<file path="config.mk">
export PLATFORM = sky130hd
export DESIGN_NAME = decode_stage
export DESIGN_NICKNAME = d
export VERILOG_FILES = /design/src/rtl/decode_stage.sv
export SDC_FILE = /design/constraint.sdc
export NUM_CORES = 1
export LEC_CHECK = 0
export BUFFER_PORTS_ARGS = -buffer_cell sky130_fd_sc_hd__clkbuf_2
export CAP_MARGIN = 20
export CORE_ASPECT_RATIO = 2
export CORE_MARGIN = 3
export CORE_UTILIZATION = 55
export DETAILED_ROUTE_END_ITERATION = 10
export GPL_TIMING_DRIVEN = 0
export MAX_ROUTING_LAYER = met4
export PLACE_DENSITY = 0.86
export SLEW_MARGIN = 10
export SYNTH_ARGS = -nofsm -noshare
export SYNTH_HDL_FRONTEND = slang
export SYNTH_SLANG_ARGS = --single-unit
</file>
<file path="constraint.sdc">
create_clock -name clk -period 4.6 [get_ports clk]
set_input_delay 0.92 -clock clk [delete_from_list [all_inputs] [get_ports clk]]
set_output_delay 0.92 -clock clk [all_outputs]
set_load 0.05 [all_outputs]
</file>
<file path="src/rtl/decode_stage.sv">
// Registered MIPS decode stage between IF/ID and EX. It decodes one instruction per cycle, uses
// valid/ready on both sides, inserts load-use bubbles and counts them.
module decode_stage #(
  parameter int unsigned DWIDTH  = 32,
  parameter int unsigned EXT_ISA = 1,
  parameter int unsigned CNT_W   = 16
) (
  input  logic              clk,
  input  logic              rst,
  input  logic              in_valid,
  output logic              in_ready,
  input  logic [31:0]       instr,
  input  logic [DWIDTH-1:0] pc_in,
  input  logic              flush,
  output logic              out_valid,
  input  logic              out_ready,
  output logic [3:0]        op,
  output logic              ssel,
  output logic [1:0]        wbsel,
  output logic              we_regfile,
  output logic              we_dmem,
  output logic              mem_read,
  output logic [2:0]        jump_type,
  output logic [25:0]       jump_addr,
  output logic [DWIDTH-1:0] imm,
  output logic [4:0]        rs1_id,
  output logic [4:0]        rs2_id,
  output logic [4:0]        rdst_id,
  output logic [DWIDTH-1:0] pc_out,
  output logic [CNT_W-1:0]  bubble_cnt
);

  localparam logic [3:0] AluAnd = 4'b0000;
  localparam logic [3:0] AluOr  = 4'b0001;
  localparam logic [3:0] AluAdd = 4'b0010;
  localparam logic [3:0] AluSub = 4'b0110;
  localparam logic [3:0] AluNor = 4'b1100;
  localparam logic [3:0] AluSlt = 4'b0111;
  localparam logic [3:0] AluNop = 4'b1111;

  localparam logic [2:0] JtNop = 3'd0;
  localparam logic [2:0] JtBeq = 3'd1;
  localparam logic [2:0] JtJal = 3'd2;
  localparam logic [2:0] JtJr  = 3'd3;
  localparam logic [2:0] JtJ   = 3'd4;

  localparam logic [5:0] OpcRtype = 6'b000000;
  localparam logic [5:0] OpcJ     = 6'b000010;
  localparam logic [5:0] OpcJal   = 6'b000011;
  localparam logic [5:0] OpcBeq   = 6'b000100;
  localparam logic [5:0] OpcAddi  = 6'b001000;
  localparam logic [5:0] OpcSlti  = 6'b001010;
  localparam logic [5:0] OpcAndi  = 6'b001100;
  localparam logic [5:0] OpcOri   = 6'b001101;
  localparam logic [5:0] OpcLui   = 6'b001111;
  localparam logic [5:0] OpcLw    = 6'b100011;
  localparam logic [5:0] OpcSw    = 6'b101011;

  localparam logic [5:0] FnJr  = 6'b001000;
  localparam logic [5:0] FnAdd = 6'b100000;
  localparam logic [5:0] FnSub = 6'b100010;
  localparam logic [5:0] FnAnd = 6'b100100;
  localparam logic [5:0] FnOr  = 6'b100101;
  localparam logic [5:0] FnNor = 6'b100111;
  localparam logic [5:0] FnSlt = 6'b101010;

  typedef struct packed {
    logic [3:0]        op;
    logic              ssel;
    logic [1:0]        wbsel;
    logic              we_regfile;
    logic              we_dmem;
    logic              mem_read;
    logic [2:0]        jump_type;
    logic [25:0]       jump_addr;
    logic [DWIDTH-1:0] imm;
    logic [4:0]        rs1_id;
    logic [4:0]        rs2_id;
    logic [4:0]        rdst_id;
    logic [DWIDTH-1:0] pc;
  } payload_t;

  payload_t         pl_d, pl_q, nop_pl;
  logic             valid_q;
  logic [CNT_W-1:0] cnt_q;
  logic             uses_rs, uses_rt, hazard;
  logic [31:0]      lui_val;

  wire [5:0] opcode = instr[31:26];
  wire [5:0] funct  = instr[5:0];
  wire [4:0] rs     = instr[25:21];
  wire [4:0] rt     = instr[20:16];
  wire [4:0] rd     = instr[15:11];

  always_comb begin
    nop_pl    = '0;
    nop_pl.op = AluNop;
  end

  assign lui_val = {instr[15:0], 16'b0};

  always_comb begin
    pl_d           = '0;
    pl_d.op        = AluNop;
    pl_d.jump_addr = instr[25:0];
    pl_d.imm       = DWIDTH'($signed(instr[15:0]));
    pl_d.rs1_id    = rs;
    pl_d.rs2_id    = rt;
    pl_d.pc        = pc_in;
    uses_rs        = 1'b0;
    uses_rt        = 1'b0;
    case (opcode)
      OpcRtype: begin
        pl_d.ssel = 1'b1;
        uses_rs   = 1'b1;
        if (funct == FnJr) begin
          pl_d.jump_type = JtJr;
        end else begin
          uses_rt         = 1'b1;
          pl_d.we_regfile = 1'b1;
          pl_d.rdst_id    = rd;
          case (funct)
            FnAdd:   pl_d.op = AluAdd;
            FnSub:   pl_d.op = AluSub;
            FnAnd:   pl_d.op = AluAnd;
            FnOr:    pl_d.op = AluOr;
            FnNor:   pl_d.op = AluNor;
            FnSlt:   pl_d.op = AluSlt;
            default: pl_d.op = AluNop;
          endcase
        end
      end
      OpcAddi, OpcSlti: begin
        pl_d.op         = (opcode == OpcSlti) ? AluSlt : AluAdd;
        pl_d.we_regfile = 1'b1;
        pl_d.rdst_id    = rt;
        uses_rs         = 1'b1;
      end
      OpcLw: begin
        pl_d.op         = AluAdd;
        pl_d.wbsel      = 2'd1;
        pl_d.we_regfile = 1'b1;
        pl_d.mem_read   = 1'b1;
        pl_d.rdst_id    = rt;
        uses_rs         = 1'b1;
      end
      OpcSw: begin
        pl_d.op      = AluAdd;
        pl_d.we_dmem = 1'b1;
        uses_rs      = 1'b1;
        uses_rt      = 1'b1;
      end
      OpcBeq: begin
        pl_d.op        = AluSub;
        pl_d.ssel      = 1'b1;
        pl_d.jump_type = JtBeq;
        uses_rs        = 1'b1;
        uses_rt        = 1'b1;
      end
      OpcJ: pl_d.jump_type = JtJ;
      OpcJal: begin
        pl_d.jump_type  = JtJal;
        pl_d.wbsel      = 2'd2;
        pl_d.we_regfile = 1'b1;
        pl_d.rdst_id    = 5'd31;
      end
      OpcAndi, OpcOri: begin
        if (EXT_ISA != 0) begin
          pl_d.op         = (opcode == OpcOri) ? AluOr : AluAnd;
          pl_d.imm        = DWIDTH'(instr[15:0]);
          pl_d.we_regfile = 1'b1;
          pl_d.rdst_id    = rt;
          uses_rs         = 1'b1;
        end
      end
      OpcLui: begin
        if (EXT_ISA != 0) begin
          pl_d.op         = AluAdd;
          pl_d.imm        = DWIDTH'($signed(lui_val));
          pl_d.rs1_id     = 5'd0;
          pl_d.we_regfile = 1'b1;
          pl_d.rdst_id    = rt;
        end
      end
      default: ;
    endcase
  end

  // Load-use check against the instruction currently held in the output register.
  assign hazard = valid_q && pl_q.mem_read && (pl_q.rdst_id != 5'd0) &&
                  ((uses_rs && (pl_q.rdst_id == rs)) || (uses_rt && (pl_q.rdst_id == rt)));

  assign in_ready = !flush && (!valid_q || (out_ready && !hazard));

  always_ff @(posedge clk) begin
    if (rst) begin
      valid_q <= 1'b0;
      pl_q    <= nop_pl;
      cnt_q   <= '0;
    end else if (flush) begin
      valid_q <= 1'b0;
      pl_q    <= nop_pl;
    end else if (in_valid && in_ready) begin
      valid_q <= 1'b1;
      pl_q    <= pl_d;
    end else if (valid_q && out_ready && hazard && in_valid) begin
      valid_q <= 1'b0;
      pl_q    <= nop_pl;
      if (cnt_q != '1) cnt_q <= cnt_q + 1'b1;
    end else if (valid_q && out_ready) begin
      valid_q <= 1'b0;
    end
  end

  assign out_valid  = valid_q;
  assign op         = pl_q.op;
  assign ssel       = pl_q.ssel;
  assign wbsel      = pl_q.wbsel;
  assign we_regfile = pl_q.we_regfile;
  assign we_dmem    = pl_q.we_dmem;
  assign mem_read   = pl_q.mem_read;
  assign jump_type  = pl_q.jump_type;
  assign jump_addr  = pl_q.jump_addr;
  assign imm        = pl_q.imm;
  assign rs1_id     = pl_q.rs1_id;
  assign rs2_id     = pl_q.rs2_id;
  assign rdst_id    = pl_q.rdst_id;
  assign pc_out     = pl_q.pc;
  assign bubble_cnt = cnt_q;

endmodule

</file>
==> impl_metrics.json <==
{
  "status": "finished, final reports clean",
  "cp-endpoint": "in_ready",
  "die_w_um": 81.3,
  "rsz0062_at_grt": "false",
  "first_pass_iters": 6,
  "drc_errors": 0,
  "ir_worst_vdd_mv": 0.285,
  "syn_nets": 780,
  "power.internal_mw": 2.20,
  "post_dp_cell_area_um2": 7410,
  "synthFlopType": "dfxtp_1",
  "n_fill_cell": 894,
  "ant_nets": 0,
  "p_leak_nw": 3.44,
  "hold_violations": 0,
  "period_needed_ns": 4.02,
  "synth_top_area_cell": "dfxtp_1",
  "dieArea_um2": 12700,
  "p_per_area_nw_per_um2": 366,
  "insertion_delay_ns": 0.42,
  "setup.worst_path.start": "instr[27]",
  "hold_buffers": 0,
  "cts_max_level": 4,
  "grt_max_degree": 17,
  "antenna_found_initial": 0,
  "cts.sinks": 129,
  "synth_edf_count": 0,
  "syn2layout_area_growth_pct": 29.2,
  "hpwl_um": 15200,
  "power_switching_mw": 0.745,
  "grt_pass1_vias": 6409,
  "wl_per_cell_um": 18.8,
  "final.period_utilization": 0.873,
  "cts_tree": "built",
  "syn-cell-area_um2": 6230,
  "async_flop_share": 0,
  "core_um2": 11000,
  "end_kind": "output port",
  "port_buffers": 200,
  "diodes": 0,
  "maxSlewViolCount": 0,
  "rrSetupSlack_ns": 2.02,
  "cap_violations": 0,
  "numCtsBuffers": 17,
  "clkPwrFrac": 0.494,
  "multiInputGateArea_um2": 3300,
  "cts_resized": 0,
  "relSlewSlack": 0.437,
  "finalInstanceArea_um2": 8050,
  "post_cts_buffers": 0,
  "grt_use_total": 0.333,
  "ios": 205,
  "syn_avg_cell_area_um2": 8.78,
  "finalSetupTns_ns": 0,
  "syn_inst": 710,
  "gp_congestion": 0.986,
  "critPathArrivalTime_ns": 3.10,
  "rows": 54,
  "hold_path_class": "reg -> reg",
  "drtIter0Drc": 398,
  "r2r_end": "pc_out[15]$_SDFFE_PP0P_",
  "start_util": 0.566,
  "fin_skew_ns": 0.00639,
  "max_freq_ghz": 0.249,
  "critPathKind": "in -> out",
  "path_max_fanout": 10,
  "synth.area.top_cells": "dfxtp_1 (41%), mux2i_1 (15%), nand3_1 (9.9%)",
  "clockBufferDepth": 2,
  "die_h_um": 157,
  "grt-ovfl-total": 0,
  "drive_above_1_share": 0.292,
  "p_sw_frac": 0.253,
  "cp.required_ns": 3.68,
  "reg2reg_depth": 7,
  "timing.rr.start": "rdst_id[0]$_SDFFE_PP0P_",
  "setup_viol": 0,
  "synth_top_area_share": 0.414,
  "p_comb_frac": 0.115,
  "clkTransAtPathRegs_ns": 0.05,
  "nets": 1000,
  "start_kind": "input pin",
  "worstMarginPinSlew_ns": 0.837,
  "viasPerCell": 5.94,
  "ys_ff_latch": 129,
  "power_frac_seq": 0.391,
  "vias": 6431,
  "ys_types": 63,
  "grt_pass1_wl_um": 31700,
  "regArea_um2": 2580,
  "ys_seq_area_frac": 0.414,
  "holdWs_ns": 0.467,
  "wl_um": 20300,
  "clockRootBuffer": "clkbuf_16",
  "synth_warnings": 0
}
-- sequential cells by signal, summed over array words and instances (netlist names), 3 cells and up --
name        flops
imm            32
pc_out         32
jump_addr      26
bubble_cnt     16
rdst_id         5
rs1_id          5
op              4
jump_type       3
-- Yosys cell counts, types with 3 or more instances --
master	count
a221o_1	5
nor3_1	10
nand2_1	94
nor2_1	17
buf_2	14
buf_6	4
clkbuf_1	37
and3_1	6
inv_1	5
mux2_2	4
o21a_1	3
mux2i_1	95
nand4_1	5
o21ai_0	10
xnor2_1	9
a21oi_1	28
or4_1	3
or2_2	4
dfxtp_1	129
buf_4	9
nand3_1	123
nand3b_1	3
a31oi_1	3
xor2_1	5
o31ai_1	4
nand2b_1	9
or3_1	6
o22ai_1	15
nor2b_1	9
-- layout make-up --
type | count | share of cell area
multi-input combinational | 509 | 0.409
sequential | 129 | 0.321
timing repair buffer | 201 | 0.125
clock buffer | 23 | 0.0606
buffer | 67 | 0.0415
tap | 140 | 0.0218
clock inverter | 8 | 0.0188
inverter | 5 | 0.00233
-- power groups by stage --
stage	logic (mW)	registers [mW]	clock network, mW
floorplan	0.149	1.25	0
global placement	0.331	1.18	0
detailed placement	0.333	1.18	0
CTS	0.336	1.15	1.46
global route	0.359	1.15	1.51
finish	0.340	1.15	1.46
-- routing by layer --
metal	global-route usage	part of all wire
met2	0.572	0.52
met1	0.326	0.34
met5	-	0
met3	0.0732	0.069
met4	0.219	0.065
-- worst min-delay path by stage --
stage,startpoint,to,cells past startpoint
floorplan,pc_out[16]$_SDFFE_PP0P_,pc_out[16]$_SDFFE_PP0P_,2
global placement,pc_out[6]$_SDFFE_PP0P_,pc_out[6]$_SDFFE_PP0P_,2
detailed placement,imm[12]$_SDFFE_PP0P_,imm[12]$_SDFFE_PP0P_,2
CTS,pc_out[4]$_SDFFE_PP0P_,pc_out[4]$_SDFFE_PP0P_,2
global route,pc_out[25]$_SDFFE_PP0P_,pc_out[25]$_SDFFE_PP0P_,2
finish,pc_out[4]$_SDFFE_PP0P_,pc_out[4]$_SDFFE_PP0P_,2
-- kinds of logic (layout without fill, tap and decap cells) --
family / after synthesis / after routing / share of synthesized area
AO/OA/AOI/OAI: 92 / 92 / 0.105
XOR/XNOR: 14 / 14 / 0.0197
adder cells (fa/ha/maj): 2 / 2 / 0.00361
buffers and inverters: 72 / 304 / 0.0566
flip-flops: 129 / 129 / 0.414
multiplexers: 100 / 100 / 0.162
AND/OR/NAND/NOR: 301 / 301 / 0.239
-- layout by cell type, fill, tap and decap left out, drive strengths merged, types with 4 or more instances in the layout --
| cell type | n |
|---|---|
| a21oi | 28 |
| a221o | 5 |
| and3 | 6 |
| buf | 30 |
| bufinv | 4 |
| clkbuf | 261 |
| dfxtp | 129 |
| inv | 5 |
| mux2 | 5 |
| mux2i | 95 |
| nand2 | 94 |
| nand2b | 9 |
| nand3 | 123 |
| nand4 | 5 |
| nor2 | 17 |
| nor2b | 9 |
| nor3 | 10 |
| o21ai | 11 |
| o22ai | 15 |
| o31ai | 4 |
| or2 | 4 |
| or3 | 6 |
| or4 | 4 |
| xnor2 | 9 |
| xor2 | 5 |
-- critical path, cell delays in order --
cell	delay, ns
clkbuf_2	0.10
clkbuf_1	0.23
nor4_1	0.79
o2bb2ai_1	0.22
o2111a_4	0.29
o21ai_2	0.15
nand2_1	0.11
nor2_1	0.05
clkbuf_2	0.23
-- through the flow --
| stage | instances | power, mW | setup WS (ns) | util |
|---|---|---|---|---|
| 3_5_place_dp | 1051 | 1.51 | 0.670 | 0.673 |
| 4_1_cts | 1082 | 2.94 | 0.661 | 0.731 |
| 5_1_grt | 1082 | 3.02 | 0.476 | 0.731 |
| 6_report | 1082 | 2.95 | 0.584 | 0.731 |
| 2_1_floorplan | 710 | 1.40 | 0.879 | - |
| 3_3_place_gp | 1050 | 1.51 | 0.688 | 0.673 |
Note: power is estimated with default switching activity, not from simulation.
